File: src/rtl/pim_arb_pkg.sv
// rtl/pim_arb_pkg.sv - shared limits, read-tag type and burst FSM states for the PIM bank arbiter
package pim_arb_pkg;
    localparam int MAX_REQ    = 8;
    localparam int MAX_RD_LAT = 4;
    localparam int TAG_IDX_W  = $clog2(MAX_REQ);

    typedef struct packed {
        logic                 valid;
        logic [TAG_IDX_W-1:0] idx;
    } tag_t;

    typedef enum logic {
        ST_IDLE = 1'b0,
        ST_HOLD = 1'b1
    } arb_state_e;
endpackage

File: src/rtl/pim_bank_arbiter_if.sv
// rtl/pim_bank_arbiter_if.sv - requester, memory-port and response bundle of the PIM bank arbiter
interface pim_bank_arbiter_if #(
    parameter int NUM_REQ    = 4,
    parameter int ADDR_WIDTH = 9,
    parameter int DATA_WIDTH = 40,
    parameter int OUT_WIDTH  = 40
);
    logic [NUM_REQ-1:0]            req_valid;
    logic [NUM_REQ-1:0]            req_ready;
    logic [NUM_REQ-1:0]            req_we;
    logic [NUM_REQ*ADDR_WIDTH-1:0] req_addr;
    logic [NUM_REQ*DATA_WIDTH-1:0] req_data;
    logic [ADDR_WIDTH-1:0]         mem_addr;
    logic [DATA_WIDTH-1:0]         mem_data;
    logic                          mem_we;
    logic [OUT_WIDTH-1:0]          mem_out;
    logic [NUM_REQ-1:0]            rsp_valid;
    logic [OUT_WIDTH-1:0]          rsp_data;

    modport slave (
        input  req_valid, req_we, req_addr, req_data, mem_out,
        output req_ready, mem_addr, mem_data, mem_we, rsp_valid, rsp_data
    );

    modport master (
        output req_valid, req_we, req_addr, req_data, mem_out,
        input  req_ready, mem_addr, mem_data, mem_we, rsp_valid, rsp_data
    );
endinterface

File: src/rtl/pim_rr_picker.sv
// rtl/pim_rr_picker.sv - combinational rotate-priority picker, search starts one above ptr and wraps
module pim_rr_picker #(
    parameter  int N  = 4,
    localparam int IW = $clog2(N)
) (
    input  logic [N-1:0]  req,
    input  logic [IW-1:0] ptr,
    output logic [N-1:0]  grant,
    output logic [IW-1:0] idx,
    output logic          found
);
    logic [IW-1:0] pos;

    always_comb begin
        grant = '0;
        idx   = '0;
        found = 1'b0;
        pos   = '0;
        for (int k = 1; k <= N; k++) begin
            pos = IW'((int'(ptr) + k) % N);
            if (!found && req[pos]) begin
                found      = 1'b1;
                grant[pos] = 1'b1;
                idx        = pos;
            end
        end
    end
endmodule

File: src/rtl/pim_bank_arbiter.sv
// rtl/pim_bank_arbiter.sv - round-robin arbiter sharing one PIM BRAM port with tagged read returns
// Optional burst priority enabled by defining PIM_ARB_BURST_EN.
module pim_bank_arbiter
    import pim_arb_pkg::*;
#(
    parameter int NUM_REQ    = 4,
    parameter int ADDR_WIDTH = 9,
    parameter int DATA_WIDTH = 40,
    parameter int OUT_WIDTH  = 40,
    parameter int RD_LAT     = 1,
    parameter int BURST_LEN  = 4
) (
    input  logic                clk,
    input  logic                rst_n,
    pim_bank_arbiter_if.slave   bus,
    output logic                busy
);
    localparam int IW  = $clog2(NUM_REQ);
    localparam int LAT = (RD_LAT > MAX_RD_LAT) ? MAX_RD_LAT : RD_LAT;

    logic [IW-1:0]      ptr;
    logic [IW-1:0]      pick_ptr;
    logic [IW-1:0]      idx;
    logic [NUM_REQ-1:0] grant;
    logic               found;
    logic [NUM_REQ-1:0] rsp_onehot;
    logic               tag_busy;
    tag_t               tags [LAT+1];

    pim_rr_picker #(.N(NUM_REQ)) u_picker (
        .req   (bus.req_valid),
        .ptr   (pick_ptr),
        .grant (grant),
        .idx   (idx),
        .found (found)
    );

    assign bus.req_ready = grant;

`ifdef PIM_ARB_BURST_EN
    localparam int CW = $clog2(BURST_LEN + 1);

    arb_state_e    state, state_d;
    logic [CW-1:0] cnt, cnt_d;
    logic [IW-1:0] owner, owner_d;
    logic          hold;

    always_ff @(posedge clk or negedge rst_n) begin
        if (!rst_n) begin
            state <= ST_IDLE;
            cnt   <= '0;
            owner <= '0;
        end else begin
            state <= state_d;
            cnt   <= cnt_d;
            owner <= owner_d;
        end
    end

    // Holding the owner is done by starting the search right at the owner.
    always_comb begin
        hold     = (state == ST_HOLD) && (cnt < CW'(BURST_LEN)) && bus.req_valid[owner];
        pick_ptr = ptr;
        if (hold) pick_ptr = (owner == '0) ? IW'(NUM_REQ - 1) : owner - 1'b1;
    end

    always_comb begin
        state_d = found ? ST_HOLD : ST_IDLE;
        cnt_d   = cnt;
        owner_d = owner;
        if (found) begin
            if (hold) begin
                cnt_d = cnt + 1'b1;
            end else begin
                cnt_d   = CW'(1);
                owner_d = idx;
            end
        end
    end
`else
    assign pick_ptr = ptr;
`endif

    always_comb begin
        rsp_onehot = '0;
        for (int i = 0; i < NUM_REQ; i++)
            rsp_onehot[i] = tags[LAT].valid && (tags[LAT].idx == TAG_IDX_W'(i));
    end

    always_comb begin
        tag_busy = 1'b0;
        for (int k = 0; k <= LAT; k++) tag_busy = tag_busy | tags[k].valid;
    end

    assign busy = bus.mem_we | tag_busy | (|bus.rsp_valid);

    // tags[LAT] lines up with the cycle in which mem_out carries that read's data.
    always_ff @(posedge clk or negedge rst_n) begin
        if (!rst_n) begin
            ptr           <= IW'(NUM_REQ - 1);
            bus.mem_addr  <= '0;
            bus.mem_data  <= '0;
            bus.mem_we    <= 1'b0;
            bus.rsp_valid <= '0;
            bus.rsp_data  <= '0;
            for (int k = 0; k <= LAT; k++) tags[k] <= '0;
        end else begin
            bus.mem_we <= found & bus.req_we[idx];
            tags[0]    <= '{valid: found & ~bus.req_we[idx], idx: TAG_IDX_W'(idx)};
            for (int k = 1; k <= LAT; k++) tags[k] <= tags[k-1];
            if (found) begin
                ptr          <= idx;
                bus.mem_addr <= bus.req_addr[int'(idx)*ADDR_WIDTH +: ADDR_WIDTH];
                bus.mem_data <= bus.req_data[int'(idx)*DATA_WIDTH +: DATA_WIDTH];
            end
            bus.rsp_valid <= rsp_onehot;
            if (tags[LAT].valid) bus.rsp_data <= bus.mem_out;
        end
    end
endmodule

File: src/flat_wrapper.sv
// flat-port wrapper written by rule: the top's interface ports become plain ports
module pim_bank_arbiter_flat import pim_arb_pkg::*;
#(
    parameter int NUM_REQ    = 4,
    parameter int ADDR_WIDTH = 9,
    parameter int DATA_WIDTH = 40,
    parameter int OUT_WIDTH  = 40,
    parameter int RD_LAT     = 1,
    parameter int BURST_LEN  = 4
)
  (clk, rst_n, busy, bus_req_valid, bus_req_we, bus_req_addr, bus_req_data, bus_mem_out, bus_req_ready, bus_mem_addr, bus_mem_data, bus_mem_we, bus_rsp_valid, bus_rsp_data);
  pim_bank_arbiter_if #(.NUM_REQ(NUM_REQ), .ADDR_WIDTH(ADDR_WIDTH), .DATA_WIDTH(DATA_WIDTH), .OUT_WIDTH(OUT_WIDTH)) bus_i ();
  input  logic clk;
  input  logic rst_n;
  output logic busy;
  input wire logic [$bits(bus_i.req_valid)-1:0] bus_req_valid;
  input wire logic [$bits(bus_i.req_we)-1:0] bus_req_we;
  input wire logic [$bits(bus_i.req_addr)-1:0] bus_req_addr;
  input wire logic [$bits(bus_i.req_data)-1:0] bus_req_data;
  input wire logic [$bits(bus_i.mem_out)-1:0] bus_mem_out;
  output wire logic [$bits(bus_i.req_ready)-1:0] bus_req_ready;
  output wire logic [$bits(bus_i.mem_addr)-1:0] bus_mem_addr;
  output wire logic [$bits(bus_i.mem_data)-1:0] bus_mem_data;
  output wire logic [$bits(bus_i.mem_we)-1:0] bus_mem_we;
  output wire logic [$bits(bus_i.rsp_valid)-1:0] bus_rsp_valid;
  output wire logic [$bits(bus_i.rsp_data)-1:0] bus_rsp_data;
  assign bus_i.req_valid = bus_req_valid;
  assign bus_i.req_we = bus_req_we;
  assign bus_i.req_addr = bus_req_addr;
  assign bus_i.req_data = bus_req_data;
  assign bus_i.mem_out = bus_mem_out;
  assign bus_req_ready = bus_i.req_ready;
  assign bus_mem_addr = bus_i.mem_addr;
  assign bus_mem_data = bus_i.mem_data;
  assign bus_mem_we = bus_i.mem_we;
  assign bus_rsp_valid = bus_i.rsp_valid;
  assign bus_rsp_data = bus_i.rsp_data;
  pim_bank_arbiter #(.NUM_REQ(NUM_REQ), .ADDR_WIDTH(ADDR_WIDTH), .DATA_WIDTH(DATA_WIDTH), .OUT_WIDTH(OUT_WIDTH), .RD_LAT(RD_LAT), .BURST_LEN(BURST_LEN)) u_core (.clk(clk), .rst_n(rst_n), .bus(bus_i), .busy(busy));
endmodule
File: config.mk
export PLATFORM = sky130hd
export DESIGN_NAME = pim_bank_arbiter_flat
export DESIGN_NICKNAME = d
export VERILOG_FILES = /design/src/rtl/pim_arb_pkg.sv /design/src/rtl/pim_bank_arbiter_if.sv /design/src/rtl/pim_rr_picker.sv /design/src/rtl/pim_bank_arbiter.sv /design/src/flat_wrapper.sv
export SDC_FILE = /design/constraint.sdc
export NUM_CORES = 1
export LEC_CHECK = 0
export ABC_AREA = 1
export CAP_MARGIN = 20
export CORE_AREA = 2 2 133 135
export CTS_CLUSTER_DIAMETER = 200
export DETAILED_ROUTE_END_ITERATION = 6
export DIE_AREA = 0 0 135 137
export PLACE_DENSITY = 0.81
export REMOVE_ABC_BUFFERS = 1
export SETUP_SLACK_MARGIN = 0.2
export SLEW_MARGIN = 40
export SYNTH_ARGS = -nofsm -noshare
export SYNTH_HDL_FRONTEND = slang
export SYNTH_SLANG_ARGS = --single-unit
File: constraint.sdc
create_clock -name clk -period 3.1 [get_ports clk]
set_input_delay 0.775 -clock clk [delete_from_list [all_inputs] [get_ports clk]]
set_output_delay 0.775 -clock clk [all_outputs]
set_load 0.05 [all_outputs]
* Yosys cells after proc, flatten, opt, wreduce, memory -nomap -nowiden *
Cells that the tools add are included.

word-level totals
  word-level logic and storage cells = 85
  flip-flop bits (word level) = 102
  output and inout bits = 99
  input port bits = 246

cells by class
  reduce and logical (&&, ||, !) cells = 16
  multiply operators = 2
  shift operators = 2
  bitwise gates (word level) = 9
  multiplexer cells = 30
  $lt $le $gt $ge = 9
  equal/unequal tests = 3
  add/subtract/negate cells = 4

operator list
  cell                   count
  $shiftx A160 B32 Y40   1
  $shiftx A36 B32 Y9     1
  $mux W4                4
  $lt A2 B3 Y1 const B   5
  $mux W1                13
  $or A4 B4 Y4           3
  $logic_and A1 B1 Y1    11
  $bmux W1 S2            5
  $demux W1 S2           4
  $ge A2 B1 Y1 const B   4
  $mux W2                4
  $mul A2 B4 Y6 const B  1
  $mul A2 B3 Y5 const B  1
  $add A2 B1 Y2 const B  2
  $add A2 B2 Y2 const B  2
  $eq A2 B2 Y1 const B   2
  $reduce_or A4 Y1       1
  $logic_not A1 Y1       3
  $logic_not A3 Y1       1
  $or A1 B1 Y1           3
  $and A1 B1 Y1          2
  $eq A2 B1 Y1 const B   1
  $not A1 Y1             1

* Depth between registers and ports, before layout *
  depth after elaboration = 17
  gate-level depth with buffers = 16
  depth with buffers taken out = 15

* Hierarchy *
A second synthesis with hierarchy kept.

unflattened totals
  cell total of the unflattened synthesis = 935
  area total of the unflattened synthesis = 6412.4 µm²

modules (own cells, without submodules)
  module            area an instance (µm²)  seq. area each (µm²)  instances  cells each
  pim_bank_arbiter  5876.9                  2555.0                1          854
  pim_rr_picker     535.5                   0.0                   1          81

* Worst setup path before layout *
No wires, ideal clock.

  path type = flip-flop to output port
  from = register u_core.ptr[0] (netlist: u_core.pick_ptr[0])
  to = output bus_req_ready[0]
  path slack = -0.114 ns
  path buffers = 0
  cell stages (with the launch flop) = 8
  data arrival time = 2.439 ns
  data required time = 2.325 ns
  cell sequence = dfstp_2 inv_2 ha_1 nand3_1 nand2_4 nor2_8 nand3_1 o221ai_1

on the way
  word-level cells in the longest chain between the ends = 13
  elaborated cells between the ends (all ways) = 48
  those cells by class = add/sub: 4; order compare: 8; mux: 23; bitwise: 3; reduce/logical: 10

RTL lines
  item                                                                   RTL line                 text
  start: declaration                                                     pim_bank_arbiter.sv:21   logic [IW-1:0] ptr;
  start signal: assignment                                               pim_bank_arbiter.sv:100  ptr <= IW'(NUM_REQ - 1);
  start signal: assignment                                               pim_bank_arbiter.sv:112  ptr <= idx;
  parallel branches: the longest is 12 deep, another holds $lt A2 B3 Y1  -
  $mux W4 *                                                              pim_rr_picker.sv:21      if (!found && req[pos]) begin
  end: declaration                                                       flat_wrapper.sv:21       output wire logic [$bits(bus_i.req_ready)-1:0] bus_req_ready;

Mark *: on every way between the ends. The select of a mux whose other input is x is not followed.

* Final worst setup path *
  from = register u_core.ptr[1] (netlist: u_core.pick_ptr[1])
  to = output bus_req_ready[0]

The elaborated chain is that of the path after synthesis.

==> metrics.yaml <==
cp_num_buf_inv: 4
grt_pass1_wl_um: 37400
ys.flop_type: "dfrtp_1"
io_buffers: 344
layout_common_cells: "nand2_1, clkdlybuf4s50_1, inv_1, nand3_1, nand4_1"
max_slew_margin_pct: 61.1
vias: 8131
drtPass1Iterations: 5
fillCellCount: 1445
ant_nets: 0
avgRoutedWirePerCell_um: 14.8
die_area_mm2: 0.0185
cp.required_ps: 2320
clock-root-buffer: "clkbuf_16"
cp_slowest_cell: "dfstp_2"
insertion_delay_ps: 350
grt_max_degree: 62
layout.cells.most_common: "nand2_1"
outcome: "finished, final reports clean"
cts.sinks: 102
synth_cell_types: 27
drc: 0
cp_cell_sequence: "inv_2, ha_4, inv_4, nand2_4, nand2_8, buf_6, a22oi_2, o221ai_4, buf_12"
cts-buffers-inserted: 9
postLayoutCoreUtil_pct: 65.8
crit_arrival_ps: 2220
fin_crit_sh_pct: 96.5
area_growth_pct: 62.9
grt_remaining_overflow: 0
fp.dieH_um: 137
cpPeakStageDelay_ps: 570
via_per_inst: 4.98
antenna_found_initial: 1
io_pins: 345
synth.yosys.seq_area_share_pct: 37.1
critPathKind: "flip-flop to output pin"
syn_inst: 1082
dp.final_hpwl_um: 17600
clk_pin_slew_worst_paths_ps: 70
die_x_um: 135
cp-start-kind: "flip-flop"
synth_top_area_share_pct: 36.3
ys_warn_count: 0
core_mm2: 0.0171
routed_wl_um: 24100
crit_fanout: 5
initial_utilization_pct: 40.4
synth_area_leaders: "dfrtp_1, nand2_1, inv_1, nand4_1, nand3_1"
drtIter0Drc: 406
worst_pin_slew_ps: 581
yosysTopAreaCell: "dfrtp_1"
drive_gt1_share_pct: 6.69
cp_top_family: "flip-flops"
grt_pass1_vias: 7708
maxClockFrequency_ghz: 0.334
core.rowCount: 48
synthArstFlopShare_pct: 100
syn_area_mm2: 0.00689
setup_viol: 0
period_minus_slack_ps: 2990
clockBufferDepth: 2
final_nets: 1655
ys_seq_elements: 102
endpoint_kind: "output pin"
htree_num_levels: 3
clock_skew_ps: 10.0
avgSynthCellArea_um2: 6.36
hold_path.class: "flip-flop to flip-flop"
rsz0062_at_grt: "yes"
cts_tree: "yes"
hold_buffers: 0
grt_usage_pct: 25.3
drv_slew: 0
place_congestion: 0.985
cap_violations: 0
synth-edff-count: 0
hold_violations: 0
## final timing paths
| path | from | endpoint | slack (ps) | cells past startpoint |
|---|---|---|---|---|
| worst max-delay path | u_core.pick_ptr[1] | bus_req_ready[0] | 110 | 9 |
| min in group asynchronous | rst_n | u_core.bus.rsp_data[34] | 410 | 1 |
| worst max register to register | u_core.pick_ptr[1] | u_core.bus.mem_data[28] | 480 | 15 |
| worst min register to register | u_core.tags[4] | u_core.tags[0] | 350 | 0 |
| worst min-delay path | u_core.tags[4] | u_core.tags[0] | 350 | 0 |
| max in group asynchronous | rst_n | u_core.pick_ptr[0] | 1920 | 2 |
## cells in the mapped netlist, types with 3 or more instances
| cell type | instances |
|---|---|
| nand2_2 | 4 |
| clkbuf_1 | 22 |
| nand2_1 | 443 |
| nand4_1 | 101 |
| buf_4 | 9 |
| nor3_1 | 5 |
| dfrtp_1 | 100 |
| inv_1 | 211 |
| ha_1 | 8 |
| buf_1 | 3 |
| nand3_1 | 110 |
| buf_2 | 39 |
| a22oi_1 | 4 |
| o221ai_1 | 4 |
## cell type report
| type | instances | area (um^2) | share of cell area, % |
|---|---|---|---|
| flip-flops and latches | 102 | 2550 | 22.8 |
| clock buffers | 11 | 243 | 2.16 |
| well taps | 225 | 282 | 2.51 |
| diodes | 1 | 2.50 | 0.0223 |
| multi-input cells | 692 | 3350 | 29.9 |
| repair buffers | 381 | 3880 | 34.6 |
| inverters | 215 | 815 | 7.26 |
| clock inverters | 5 | 90.1 | 0.803 |
## metrics by stage
stage | TNS, ps | area (um^2) | cells | worst slack [ps] | hold WS [ps]
CTS | 0 | 11200 | 1630 | 173 | 354
floorplan | -115560 | 6530 | 1009 | -2210 | 331
global route | 0 | 11200 | 1631 | 27.8 | 356
finish | 0 | 11200 | 1632 | 109 | 352
detailed placement | -186 | 10600 | 1605 | -66.5 | 338
global placement | 0 | 10600 | 1605 | 2.14 | 333
## routing by layer
metal,vias up,routed length (um),global-route usage (%)
li1,3962,-,-
met1,3711,9280,28.6
met2,391,11900,44.4
met3,67,2160,7.52
met4,0,804,10.7
met5,-,0,0
## state kept, by name, summed over array words and instances, names as in the netlist
signal	cells
u_core.bus.mem_data	40
u_core.bus.rsp_data	40
u_core.bus.mem_addr	9
u_core.tags	6
u_core.bus.rsp_valid	4
u_core.pick_ptr	2
u_core.bus.mem_we	1
## timing repair
item	4_1_cts	5_1_grt
resized for setup	30	7
setup buffers	9	1
pin swaps	12	6
setup endpoints to repair	4	4
## cell families (layout without fill, tap and decap cells)
group	Yosys count	in the layout	share of synthesized area [%]
AOI/OAI and AO/OA	14	14	1.45
buffers and inverters	288	612	16.9
DFF	102	102	37.1
adders and majority gates	8	8	1.45
and+or+nand+nor	670	670	43.1
other	0	1	0
Power is left out: the tool's default activity adds up to more than one toggle a clock period on the data nets, which glitch-free logic cannot reach.
